**src/rtl/nor_xor_pkg.sv**
```systemverilog
// Shared types and helpers for the 4-bit XOR/NOR nibble scrambler and its decoder.
package nor_xor_pkg;

   localparam int unsigned NIBBLE_W = 4;
   localparam int unsigned STEP_W   = 2;
   localparam int unsigned RND_W    = 3;

   typedef enum logic [2:0] {
      IDLE = 3'd0,
      S1   = 3'd1,
      S2   = 3'd2,
      S3   = 3'd3,
      S4   = 3'd4,
      HOLD = 3'd5
   } state_t;

   // One forward scrambler round, plaintext p to cipher c.
   function automatic logic [NIBBLE_W-1:0] scramble_round(input logic [NIBBLE_W-1:0] p);
      logic c3, c2, c1, c0;
      c3 = p[0] ^ ~(p[3] | p[2]);
      c2 = p[3] ^ ~(p[2] | p[1]);
      c1 = p[2] ^ ~(p[1] | c3);
      c0 = p[1] ^ ~(c3 | c2);
      return {c3, c2, c1, c0};
   endfunction

endpackage

```
**src/rtl/nor_xor_step.sv**
```systemverilog
// One inverse-round step: recovers a single plaintext bit from the working nibble.
module nor_xor_step
   import nor_xor_pkg::*;
(
   input  logic [NIBBLE_W-1:0] work,
   input  logic [STEP_W-1:0]   step,
   output logic [NIBBLE_W-1:0] next_work_c
);

   // Each recovered bit parks in the slot of a cipher bit that is no longer needed
   // (c0 after S1, c1 after S2, c2 after S3); S4 then lays the nibble out as p[3:0].
   always_comb begin
      next_work_c = work;
      case (step)
         2'd0: next_work_c[0] = work[0] ^ ~(work[3] | work[2]);
         2'd1: next_work_c[1] = work[1] ^ ~(work[0] | work[3]);
         2'd2: next_work_c[2] = work[2] ^ ~(work[1] | work[0]);
         2'd3: next_work_c    = {work[2], work[1], work[0], work[3] ^ ~(work[2] | work[1])};
         default: next_work_c = work;
      endcase
   end

endmodule

```
**src/rtl/nor_xor_nibble_decoder.sv**
```systemverilog
// Iterative decoder inverting ROUNDS cascaded XOR/NOR scrambler rounds, one bit per clock.
module nor_xor_nibble_decoder
   import nor_xor_pkg::*;
#(
   parameter int unsigned ROUNDS = 1
)
(
   input  logic                clk,
   input  logic                rst_n,
   input  logic                in_valid,
   output logic                in_ready,
   input  logic [NIBBLE_W-1:0] in_cipher,
   output logic                out_valid,
   input  logic                out_ready,
   output logic [NIBBLE_W-1:0] out_plain,
   output logic                busy
);

   if (ROUNDS < 1 || ROUNDS > 8) begin : g_rounds_check
      $fatal(1, "nor_xor_nibble_decoder: ROUNDS must be in 1..8");
   end

   localparam logic [RND_W-1:0] LAST_RND = RND_W'(ROUNDS - 1);

   state_t              state;
   logic [NIBBLE_W-1:0] work;
   logic [RND_W-1:0]    rnd;
   logic [STEP_W-1:0]   step_idx_c;
   logic [NIBBLE_W-1:0] step_work_c;

   always_comb begin
      step_idx_c = 2'd0;
      case (state)
         S1:      step_idx_c = 2'd0;
         S2:      step_idx_c = 2'd1;
         S3:      step_idx_c = 2'd2;
         S4:      step_idx_c = 2'd3;
         default: step_idx_c = 2'd0;
      endcase
   end

   nor_xor_step u_step (
      .work        (work),
      .step        (step_idx_c),
      .next_work_c (step_work_c)
   );

   // Control FSM; handshake outputs are registered alongside the state.
   always_ff @(posedge clk or negedge rst_n) begin
      if (!rst_n) begin
         state     <= IDLE;
         work      <= '0;
         rnd       <= '0;
         in_ready  <= 1'b1;
         out_valid <= 1'b0;
         busy      <= 1'b0;
      end else begin
         case (state)
            IDLE: begin
               if (in_valid) begin
                  work     <= in_cipher;
                  rnd      <= '0;
                  state    <= S1;
                  in_ready <= 1'b0;
                  busy     <= 1'b1;
               end
            end
            S1: begin
               work  <= step_work_c;
               state <= S2;
            end
            S2: begin
               work  <= step_work_c;
               state <= S3;
            end
            S3: begin
               work  <= step_work_c;
               state <= S4;
            end
            S4: begin
               work <= step_work_c;
               if (rnd == LAST_RND) begin
                  state     <= HOLD;
                  busy      <= 1'b0;
                  out_valid <= 1'b1;
               end else begin
                  rnd   <= rnd + 3'd1;
                  state <= S1;
               end
            end
            HOLD: begin
               if (out_ready) begin
                  state     <= IDLE;
                  out_valid <= 1'b0;
                  in_ready  <= 1'b1;
               end
            end
            default: begin
               state     <= IDLE;
               in_ready  <= 1'b1;
               out_valid <= 1'b0;
               busy      <= 1'b0;
            end
         endcase
      end
   end

   assign out_plain = work;

endmodule

```
**config.mk**
```make
export PLATFORM = sky130hd
export DESIGN_NAME = nor_xor_nibble_decoder
export DESIGN_NICKNAME = d
export VERILOG_FILES = /design/src/rtl/nor_xor_pkg.sv /design/src/rtl/nor_xor_step.sv /design/src/rtl/nor_xor_nibble_decoder.sv
export SDC_FILE = /design/constraint.sdc
export NUM_CORES = 1
export LEC_CHECK = 0
export CAP_MARGIN = 10
export CORE_MARGIN = 8
export CORE_UTILIZATION = 55
export DETAILED_ROUTE_END_ITERATION = 8
export PLACE_DENSITY = 0.79
export SLEW_MARGIN = 40
export SYNTH_ARGS = -nofsm -noshare
export SYNTH_HDL_FRONTEND = slang
export SYNTH_SLANG_ARGS = --single-unit
```
**constraint.sdc**
```tcl
create_clock -name clk -period 2.37 [get_ports clk]
set_input_delay 0.711 -clock clk [delete_from_list [all_inputs] [get_ports clk]]
set_output_delay 0.711 -clock clk [all_outputs]
set_load 0.01 [all_outputs]
```
==> impl_metrics.yaml, run 1 <==
detailed_routing:
  via_per_inst: 5.98
  drc: 0
  routed_wl_mm: 1.84
  vias: 735
  drtIter0Drc: 13
  antenna_left: 0
  wl_per_cell_um: 15.0
  drt_pass1_iterations: 4
sta:
  rsz0062_at_grt: "no"
  skew_ns: 0.00389
  hold_viol_final: 0
  setup_viol: 0
  fin_crit_ns: 2.08
  whs_ns: 0.540
  slew_violations: 0
  final.setup.tns_ns: 0
  tightest_slew_ns: 0.711
  fmax_mhz: 482
  timing.final.crit_share: 0.876
  maxSlewHeadroom: 0.526
floorplanning:
  design.core.area_mm2: 0.00149
  ios: 15
  initial_core_util: 0.579
  dieWidth_um: 55.6
  die_area_mm2: 0.00309
  num_rows: 14
  fp.dieH_um: 55.6
pwr:
  switching_power_w: 0.000606
  p_clk_frac: 0.103
  peakVddDrop_mv: 0.714
  intPower_w: 0.000763
  cellLeakagePower_nw: 0.400
  cellPowerDensity_mw_per_mm2: 1390
  sw_frac_of_total: 0.443
  fin_total_pwr_w: 0.00137
  p_seq_frac: 0.382
  p_comb_frac: 0.515
logic_synthesis:
  synth_ff_type: "dfrtp_1"
  synth_enable_flop_cells: 0
  synth_seq_cells: 13
  syn_inst: 95
  post-synth-top-area-cell: "dfrtp_1"
  synth_warnings: 0
  ys_types: 37
  synth.top_cell.area_share: 0.348
  async_reset_ff_frac: 1.00
  synth-seq-area-share: 0.379
  synth_area_leaders: "dfrtp_1 35%, a21oi_1 5.2%, buf_6 3.9%, o21ai_1 3.5%, dfstp_2 3.0%"
  syn_area_um2: 862
  syn-num-nets: 105
  avgSynthCellArea_um2: 9.07
status:
  status: "finished clean"
run:
  maxCapViolCount: 0
cells_and_area:
  post-route-util: 0.662
  n_antenna_cell: 0
  drive_above_1_share: 0.0748
  ff_latch_area_um2: 327
  final_cell_mix: "14 x clkdlybuf4s50_1, 12 x dfrtp_1, 9 x a21oi_1"
  final_common_cell: "clkdlybuf4s50_1"
  multiInputGateArea_um2: 443
  n_fill_cell: 124
  syn2layout_area_growth_pct: 14.4
  nNetsFinal: 118
cts:
  ctsResizeCount: 0
  clockRootBuffer: "clkbuf_4"
  numCtsBuffers: 3
  cts_tree: "done"
  cts_num_sinks: 13
  ctsLongestPathBuffers: 2
  postCtsHoldBufs: 0
  post_cts_buffers: 0
  cts-htree-levels: 1
  path_clk_slew_ns: 0.08
  clk_latency_ns: 0.28
worst_setup_path:
  critPathCaptureType: "output pin"
  crit_arrival_ns: 1.37
  path_buf_inv: 1
  slowest_delay_ns: 0.55
  criticalPathCategory: "reg2out"
  crit_family: "flip-flops"
  crit_chain: "clkdlybuf4s50_1"
  rr_worst_depth: 4
  worstPathMaxFanout: 3
  crit_required_ns: 1.66
  slowest_stage: "dfstp_2"
  start_kind: "register"
  cp_num_cells: 1
worst_hold_path:
  hold_depth: 2
  hold_class: "reg2reg"
place:
  hpwlAfterDp_mm: 1.31
  gp_congestion: 0.821
  place.port_buffers: 14
grt:
  grt_max_degree: 24
  antenna_found_initial: 0
  grt_first_pass_wirelength_mm: 3.28
  grt_use_total: 0.124
  overflow: 0
  grt_pass1_vias: 746
final cells by class:
class / instances / share of cell area
clock buffer: 4 / 0.0266
inverter: 6 / 0.0228
sequential: 13 / 0.331
multi-input combinational: 69 / 0.449
timing repair buffer: 15 / 0.150
tap: 16 / 0.0203
sequential cells by signal, summed over array words and instances (netlist names):
signal	count
in_ready	1
state	3
busy	1
out_valid	1
rnd	3
out_plain	4
layer usage:
layer	up-vias	routed length, um	track usage
li1	367	-	-
met1	345	841	0.150
met2	18	875	0.194
met3	5	88	0.0342
met4	0	35	0.0634
met5	-	0	0
synth_stat cells (2+ instances only):
cell	instances
dfrtp_1	12
a21oi_1	9
nor2_1	7
inv_1	6
nand2_1	6
o21ai_1	6
nor2b_1	4
a31oi_1	3
buf_6	3
nor3_1	3
o31ai_1	3
a211oi_1	2
buf_4	2
ha_1	2
mux2i_1	2
nand3b_1	2
o21ai_0	2
xnor2_1	2
path summary, 6_finish.rpt:
| path | from | to | slack (ns) |
|---|---|---|---|
| worst max-delay path | in_ready | in_ready | 0.29 |
| worst min-delay path | rnd[0] | rnd[0] | 0.54 |
| worst max register to register | state[0] | out_plain[0] | 0.70 |
| worst min register to register | rnd[0] | rnd[0] | 0.54 |
| max in group asynchronous | rst_n | rnd[2] | 1.18 |
| min in group asynchronous | rst_n | state[1] | 0.80 |
cells by family (layout without fill, tap and decap cells):
group | after synthesis | count (layout) | share of synthesized area
buffers and inverters | 13 | 25 | 0.107
xor gates and xnor gates | 3 | 3 | 0.0305
adders and majority gates | 2 | 2 | 0.0290
muxes | 2 | 2 | 0.0232
AOI/OAI and AO/OA | 34 | 34 | 0.254
and+or+nand+nor | 28 | 28 | 0.177
DFF | 13 | 13 | 0.379
power by group through the flow:
stage               registers, W  logic, W  clock network, W
global route            0.000552  0.000800          0.000148
finish                  0.000523  0.000704          0.000141
global placement        0.000519  0.000693                 0
detailed placement      0.000529  0.000707                 0
CTS                     0.000524  0.000711          0.000143
floorplan               0.000459  0.000601                 0
metrics by stage:
stage | setup WS [ns] | cells | area [um2]
global placement | 0.305 | 119 | 960
CTS | 0.291 | 123 | 986
floorplan | 0.975 | 95 | 862
global route | 0.255 | 123 | 986
finish | 0.293 | 123 | 986
detailed placement | 0.269 | 119 | 960
Power figures use the tool's default switching activity.
==> run 2: changes to the inputs <==
--- a/config.mk
+++ b/config.mk
@@ -7,10 +7,12 @@
 export LEC_CHECK = 0
 export CAP_MARGIN = 10
 export CORE_MARGIN = 8
-export CORE_UTILIZATION = 55
+export CORE_UTILIZATION = 60
+export CTS_BUF_LIST = sky130_fd_sc_hd__clkbuf_4 sky130_fd_sc_hd__clkbuf_8
 export DETAILED_ROUTE_END_ITERATION = 8
-export PLACE_DENSITY = 0.79
+export PLACE_DENSITY = 0.83
 export SLEW_MARGIN = 40
 export SYNTH_ARGS = -nofsm -noshare
 export SYNTH_HDL_FRONTEND = slang
+export SYNTH_HIERARCHICAL = 1
 export SYNTH_SLANG_ARGS = --single-unit
==> run 2 against run 1 <==
Global-route usage grew 2.8 points. Synthesized cell count grew 17%. Wire length grew 30%. Clock power grew 8%. Core utilization grew 7.2 points. Clock skew shrank 0.0020 ns. Die area grew 5.5%. First-iteration DRC count grew 38%. Area after synthesis grew 18%.
==> impl_metrics.yaml, run 2 <==
status:
  status: "finished clean"
pwr:
  cellLeakagePower_nw: 0.541
  p_comb_frac: 0.630
  p_clk_frac: 0.089
  intPower_w: 0.000941
  switching_power_w: 0.000758
  sw_frac_of_total: 0.446
  peakVddDrop_mv: 0.745
  cellPowerDensity_mw_per_mm2: 1400
  p_seq_frac: 0.281
sta:
  timing.final.crit_share: 0.896
  final.setup.tns_ns: 0
  fin_crit_ns: 2.12
  tightest_slew_ns: 0.599
  skew_ns: 0.00191
  hold_viol_final: 0
  maxSlewHeadroom: 0.600
  slew_violations: 0
  rsz0062_at_grt: "no"
  fmax_mhz: 471
  setup_viol: 0
detailed_routing:
  met3WireLength_um: 49
  antenna_left: 0
  wl_met2_mm: 1.25
  drc: 0
  maxUsedRoutingLayer: "met4"
  vias: 873
  wl_met1_mm: 1.02
  via_per_inst: 5.98
  drtIter0Drc: 18
  wl_per_cell_um: 16.4
  routed_wl_mm: 2.39
  drt_pass1_iterations: 4
cts:
  cts-htree-levels: 1
  ctsLongestPathBuffers: 2
  postCtsHoldBufs: 0
  ctsResizeCount: 0
  path_clk_slew_ns: 0.08
  numCtsBuffers: 3
  cts_tree: "done"
  post_cts_buffers: 0
  cts_num_sinks: 13
  clk_latency_ns: 0.28
  clockRootBuffer: "clkbuf_4"
cells_and_area:
  n_antenna_cell: 0
  syn2layout_area_growth_pct: 19.6
  nNetsFinal: 145
  drive_above_1_share: 0.140
  n_fill_cell: 139
  final_common_cell: "clkdlybuf4s50_1"
  final_cell_mix: "14 x clkdlybuf4s50_1, 12 x mux2i_1, 12 x dfrtp_1"
  largest_reg_flops: 4
  stdcell_area_mm2: 0.00121
worst_setup_path:
  crit_required_ns: 2.54
  start_kind: "register"
  slowest_delay_ns: 0.43
  crit_chain: "or2b_1 > a21oi_1 > inv_1 > ha_1 > o21ai_1 > nand3_1 > mux2i_1 > mux2i_1"
  path_buf_inv: 1
  criticalPathCategory: "reg2reg"
  slowest_stage: "dfrtp_1"
  crit_arrival_ns: 2.29
  crit_family: "compound AO/OA/AOI/OAI gates"
  critPathCaptureType: "register"
  worstPathMaxFanout: 4
  crit_top_cell: "mux2i_1"
logic_synthesis:
  synth_enable_flop_cells: 0
  avgSynthCellArea_um2: 9.13
  synth_warnings: 6
  synth_ff_type: "dfrtp_1"
  synth_area_leaders: "dfrtp_1 30%, mux2i_1 12%, ha_1 8.6%, mux2_2 5.6%, nand3_1 3.5%"
  yosys-top-cells-count: "12 x dfrtp_1, 12 x mux2i_1, 8 x inv_1, 7 x ha_1, 7 x nand3_1"
  post-synth-top-area-cell: "dfrtp_1"
  synth_seq_cells: 13
  synth-seq-area-share: 0.322
  synth.top_cell.area_share: 0.296
  async_reset_ff_frac: 1.00
  syn_inst: 111
  syn_area_mm2: 0.00101
  syn-num-nets: 126
  ys_types: 35
place:
  hpwlAfterDp_mm: 1.81
  place.port_buffers: 14
  placed_area_mm2: 0.00118
  gp_congestion: 0.833
grt:
  antenna_found_initial: 0
  grt_pass1_vias: 880
  grt_first_pass_wirelength_mm: 3.99
  overflow: 0
  grt_use_total: 0.152
  grt_max_degree: 14
floorplanning:
  ios: 15
  design.core.area_mm2: 0.00165
  dieWidth_um: 57.1
  num_rows: 15
  initial_core_util: 0.614
  die_area_mm2: 0.00326
  fp.dieH_um: 57.1
worst_hold_path:
  hold_class: "reg2reg"
run:
  maxCapViolCount: 0
## run 2: cell types whose count changed in the layout (fill, tap and decap cells not counted), moves of 3 or more
cell     before  now
a21oi_1       9    5
buf_4         1    6
ha_1          2    7
mux2_2        0    5
mux2i_1       2   12
nand3_1       1    7
o21ai_0       2    6
o21ai_1       6    2
o31ai_1       3    0
## run 2: cells by family (layout without fill, tap and decap cells)
kind of cell / after synthesis / after routing / synth area share
AND/OR/NAND/NOR: 33 / 33 / 0.179
AO/OA/AOI/OAI: 26 / 26 / 0.163
multiplexers: 17 / 17 / 0.174
buffers and inverters: 14 / 32 / 0.0667
flip-flops: 13 / 13 / 0.322
adder cells (fa/ha/maj): 7 / 7 / 0.0864
XOR/XNOR: 1 / 1 / 0.00864
## run 2: cell type report
| class | instances | area, um2 | share of cell area |
|---|---|---|---|
| multi-input cells | 84 | 619 | 0.511 |
| flip-flops and latches | 13 | 327 | 0.269 |
| repair buffers | 20 | 185 | 0.153 |
| clock buffers | 4 | 30.0 | 0.0248 |
| inverters | 8 | 30.0 | 0.0248 |
| well taps | 17 | 21.3 | 0.0175 |
## run 2: final timing paths
check / startpoint / end / slack [ns] / depth (start not counted)
worst max-delay path: state[2] / out_plain[0] / 0.25 / 8
worst min register to register: in_ready / in_ready / 0.54 / 2
max in group asynchronous: rst_n / out_plain[0] / 1.18 / 1
worst max register to register: state[2] / out_plain[0] / 0.25 / 8
min in group asynchronous: rst_n / state[2] / 0.80 / 1
worst min-delay path: in_ready / in_ready / 0.54 / 2
## run 2: metrics by stage
stage	std cells	worst slack, ns	utilization	hold WS [ns]	total power (W)
3_5_place_dp	142	0.246	0.716	0.528	0.00154
4_1_cts	146	0.249	0.734	0.547	0.00171
2_1_floorplan	111	0.202	-	0.415	0.00122
5_1_grt	146	0.0176	0.734	0.588	0.00185
3_3_place_gp	142	0.328	0.716	0.513	0.00149
6_report	146	0.246	0.734	0.545	0.00170
## run 2: worst register-to-register path, cell delays in order (launching register included)
cell and delay (ns):
dfrtp_1 0.43, or2b_1 0.27, a21oi_1 0.33, inv_1 0.11, ha_1 0.34, o21ai_1 0.16
nand3_1 0.13, mux2i_1 0.15, mux2i_1 0.09
## run 2: power by group through the flow
stage	Clock, W	Sequential (W)	Combinational [W]
floorplan	0	0.000455	0.000763
global placement	0	0.000469	0.00102
detailed placement	0	0.000478	0.00107
CTS	0.000159	0.000475	0.00107
global route	0.000165	0.000496	0.00119
finish	0.000152	0.000477	0.00107
## run 2: routing by layer
layer	track usage	vias to the layer above
li1	-	432
met1	0.173	415
met2	0.268	19
met3	0.00887	7
met4	0.0940	0
met5	0	-
==> run 3: changes to the inputs <==
--- a/config.mk
+++ b/config.mk
@@ -6,11 +6,10 @@
 export NUM_CORES = 1
 export LEC_CHECK = 0
 export CAP_MARGIN = 10
-export CORE_MARGIN = 8
 export CORE_UTILIZATION = 60
 export CTS_BUF_LIST = sky130_fd_sc_hd__clkbuf_4 sky130_fd_sc_hd__clkbuf_8
 export DETAILED_ROUTE_END_ITERATION = 8
-export PLACE_DENSITY = 0.83
+export PLACE_DENSITY = 0.95
 export SLEW_MARGIN = 40
 export SYNTH_ARGS = -nofsm -noshare
 export SYNTH_HDL_FRONTEND = slang
==> constraint.sdc (replaced) <==
create_clock -name clk -period 2.37 [get_ports clk]
set_input_delay 0.711 -clock clk [delete_from_list [all_inputs] [get_ports clk]]
set_output_delay 0.711 -clock clk [all_outputs]
set_load 0.1 [all_outputs]
==> run 3 against run 2 <==
Core utilization is 5.9 points higher. Hold slack improved by 0.016 ns. Via count grew 1.7%. Clock skew rose by 0.0013 ns. Worst setup slack worse by 0.055 ns. Clock-buffer cell count down 1. Critical endpoint is now out_plain[1]. Highest routed layer unchanged.
==> impl_metrics.yaml, run 3 (same netlist as run 2, synthesis figures left out) <==
worst_setup_path:
  regToRegEndpoint: "out_plain[1]"
  slowest_delay_ns: 0.49
  rrSetupSlack_ns: 0.19
  criticalPathCategory: "reg2reg"
  path_buf_inv: 2
  crit_top_cell: "mux2i_1"
  crit_arrival_ns: 2.35
  rr_worst_depth: 10
  crit_chain: "or2b_1 > o21ai_0 > buf_4 > inv_1 > ha_1 > nand2b_1 > nand3_1 > o311ai_1 > mux2i_1 > mux2i_1"
  reg2reg_from: "state[1]"
  crit_required_ns: 2.54
  start_kind: "register"
  critPathCaptureType: "register"
  slowest_stage: "dfrtp_1"
  crit_family: "simple AND/OR/NAND/NOR gates"
  worstPathMaxFanout: 9
floorplanning:
  fp.dieH_um: 43.1
  dieWidth_um: 43.1
  initial_core_util: 0.657
  design.core.area_mm2: 0.00154
  num_rows: 14
  die_area_mm2: 0.00186
  ios: 15
cells_and_area:
  largest_reg_flops: 4
  n_antenna_cell: 0
  drive_above_1_share: 0.183
  nNetsFinal: 142
  post-route-util: 0.793
  final_cell_mix: "12 x mux2i_1, 12 x dfrtp_1, 8 x inv_1"
  final_cells: 142
  syn2layout_area_growth_pct: 20.6
sta:
  fin_crit_ns: 2.18
  fmax_mhz: 459
  slew_violations: 0
  tightest_slew_ns: 0.628
  skew_ns: 0.00326
  timing.final.crit_share: 0.919
  setup_viol: 0
  hold_viol_final: 0
  maxSlewHeadroom: 0.580
  whs_ns: 0.561
grt:
  grt_first_pass_wirelength_mm: 3.75
  grt_pass1_vias: 836
  overflow: 0
  grt_use_total: 0.271
  grt_max_degree: 14
  antenna_found_initial: 0
cts:
  cts_num_sinks: 13
  cts-htree-levels: 1
  numCtsBuffers: 3
  post_cts_buffers: 0
  cts_tree: "done"
  ctsLongestPathBuffers: 2
  clk_latency_ns: 0.28
  path_clk_slew_ns: 0.08
  clockRootBuffer: "clkbuf_4"
place:
  gp_congestion: 0.795
  dp_cells: 138
  hpwlAfterDp_mm: 1.54
  place.port_buffers: 14
worst_hold_path:
  holdPathEnd: "out_valid"
  hold_class: "reg2reg"
  min-delay-start: "out_valid"
  hold_depth: 2
detailed_routing:
  vias: 888
  drt_pass1_iterations: 4
  wl_per_cell_um: 15.3
  routed_wl_mm: 2.18
  antenna_left: 0
  drc: 0
  via_per_inst: 6.25
  drtIter0Drc: 42
run:
  maxCapViolCount: 0
status:
  status: "finished clean"
[run 3: tightest hold or removal path, stage by stage (launching register included)]
cell	delay, ns
dfrtp_1	0.40
inv_1	0.06
o22ai_1	0.06
[run 3: final cells by class]
class	instances	area [um2]
clock inverter	1	5.00
multi-input combinational	84	623
inverter	8	30.0
fill	96	319
sequential	13	327
timing repair buffer	17	195
tap	16	20.0
clock buffer	3	22.5
[run 3: worst max path at each step]
| stage | start | to | depth (start not counted) |
|---|---|---|---|
| detailed placement | in_valid | out_plain[1] | 4 |
| CTS | state[1] | out_plain[0] | 9 |
| finish | state[1] | out_plain[1] | 10 |
| global route | state[1] | out_plain[0] | 10 |
| floorplan | state[2] | out_plain[1] | 11 |
| global placement | in_valid | out_plain[1] | 4 |
[run 3: layer usage]
layer | global-route usage | wire, um | vias up
met5 | 0 | 0 | -
met4 | 0.115 | 63 | 0
met3 | 0.0596 | 85 | 11
met2 | 0.421 | 1030 | 30
met1 | 0.360 | 995 | 418
li1 | - | - | 429
[run 3: stage by stage]
stage	TNS, ns	area, um2	worst slack (ns)
global placement	0	1190	0.276
finish	0	1220	0.191
detailed placement	0	1190	0.224
global route	-0.0908	1220	-0.0478
floorplan	0	1010	0.138
CTS	0	1220	0.231
[run 3: repair_timing]
action / CTS / global route
hold endpoints to repair: 0 / 0
endpoints found under the setup margin: 0 / 1
hold buffers: 0 / 0
gates resized for setup: 0 / 1
Power of run 3 is not shown: default switching activity piles up to over one toggle a cycle in this logic, so the estimate is an artifact.
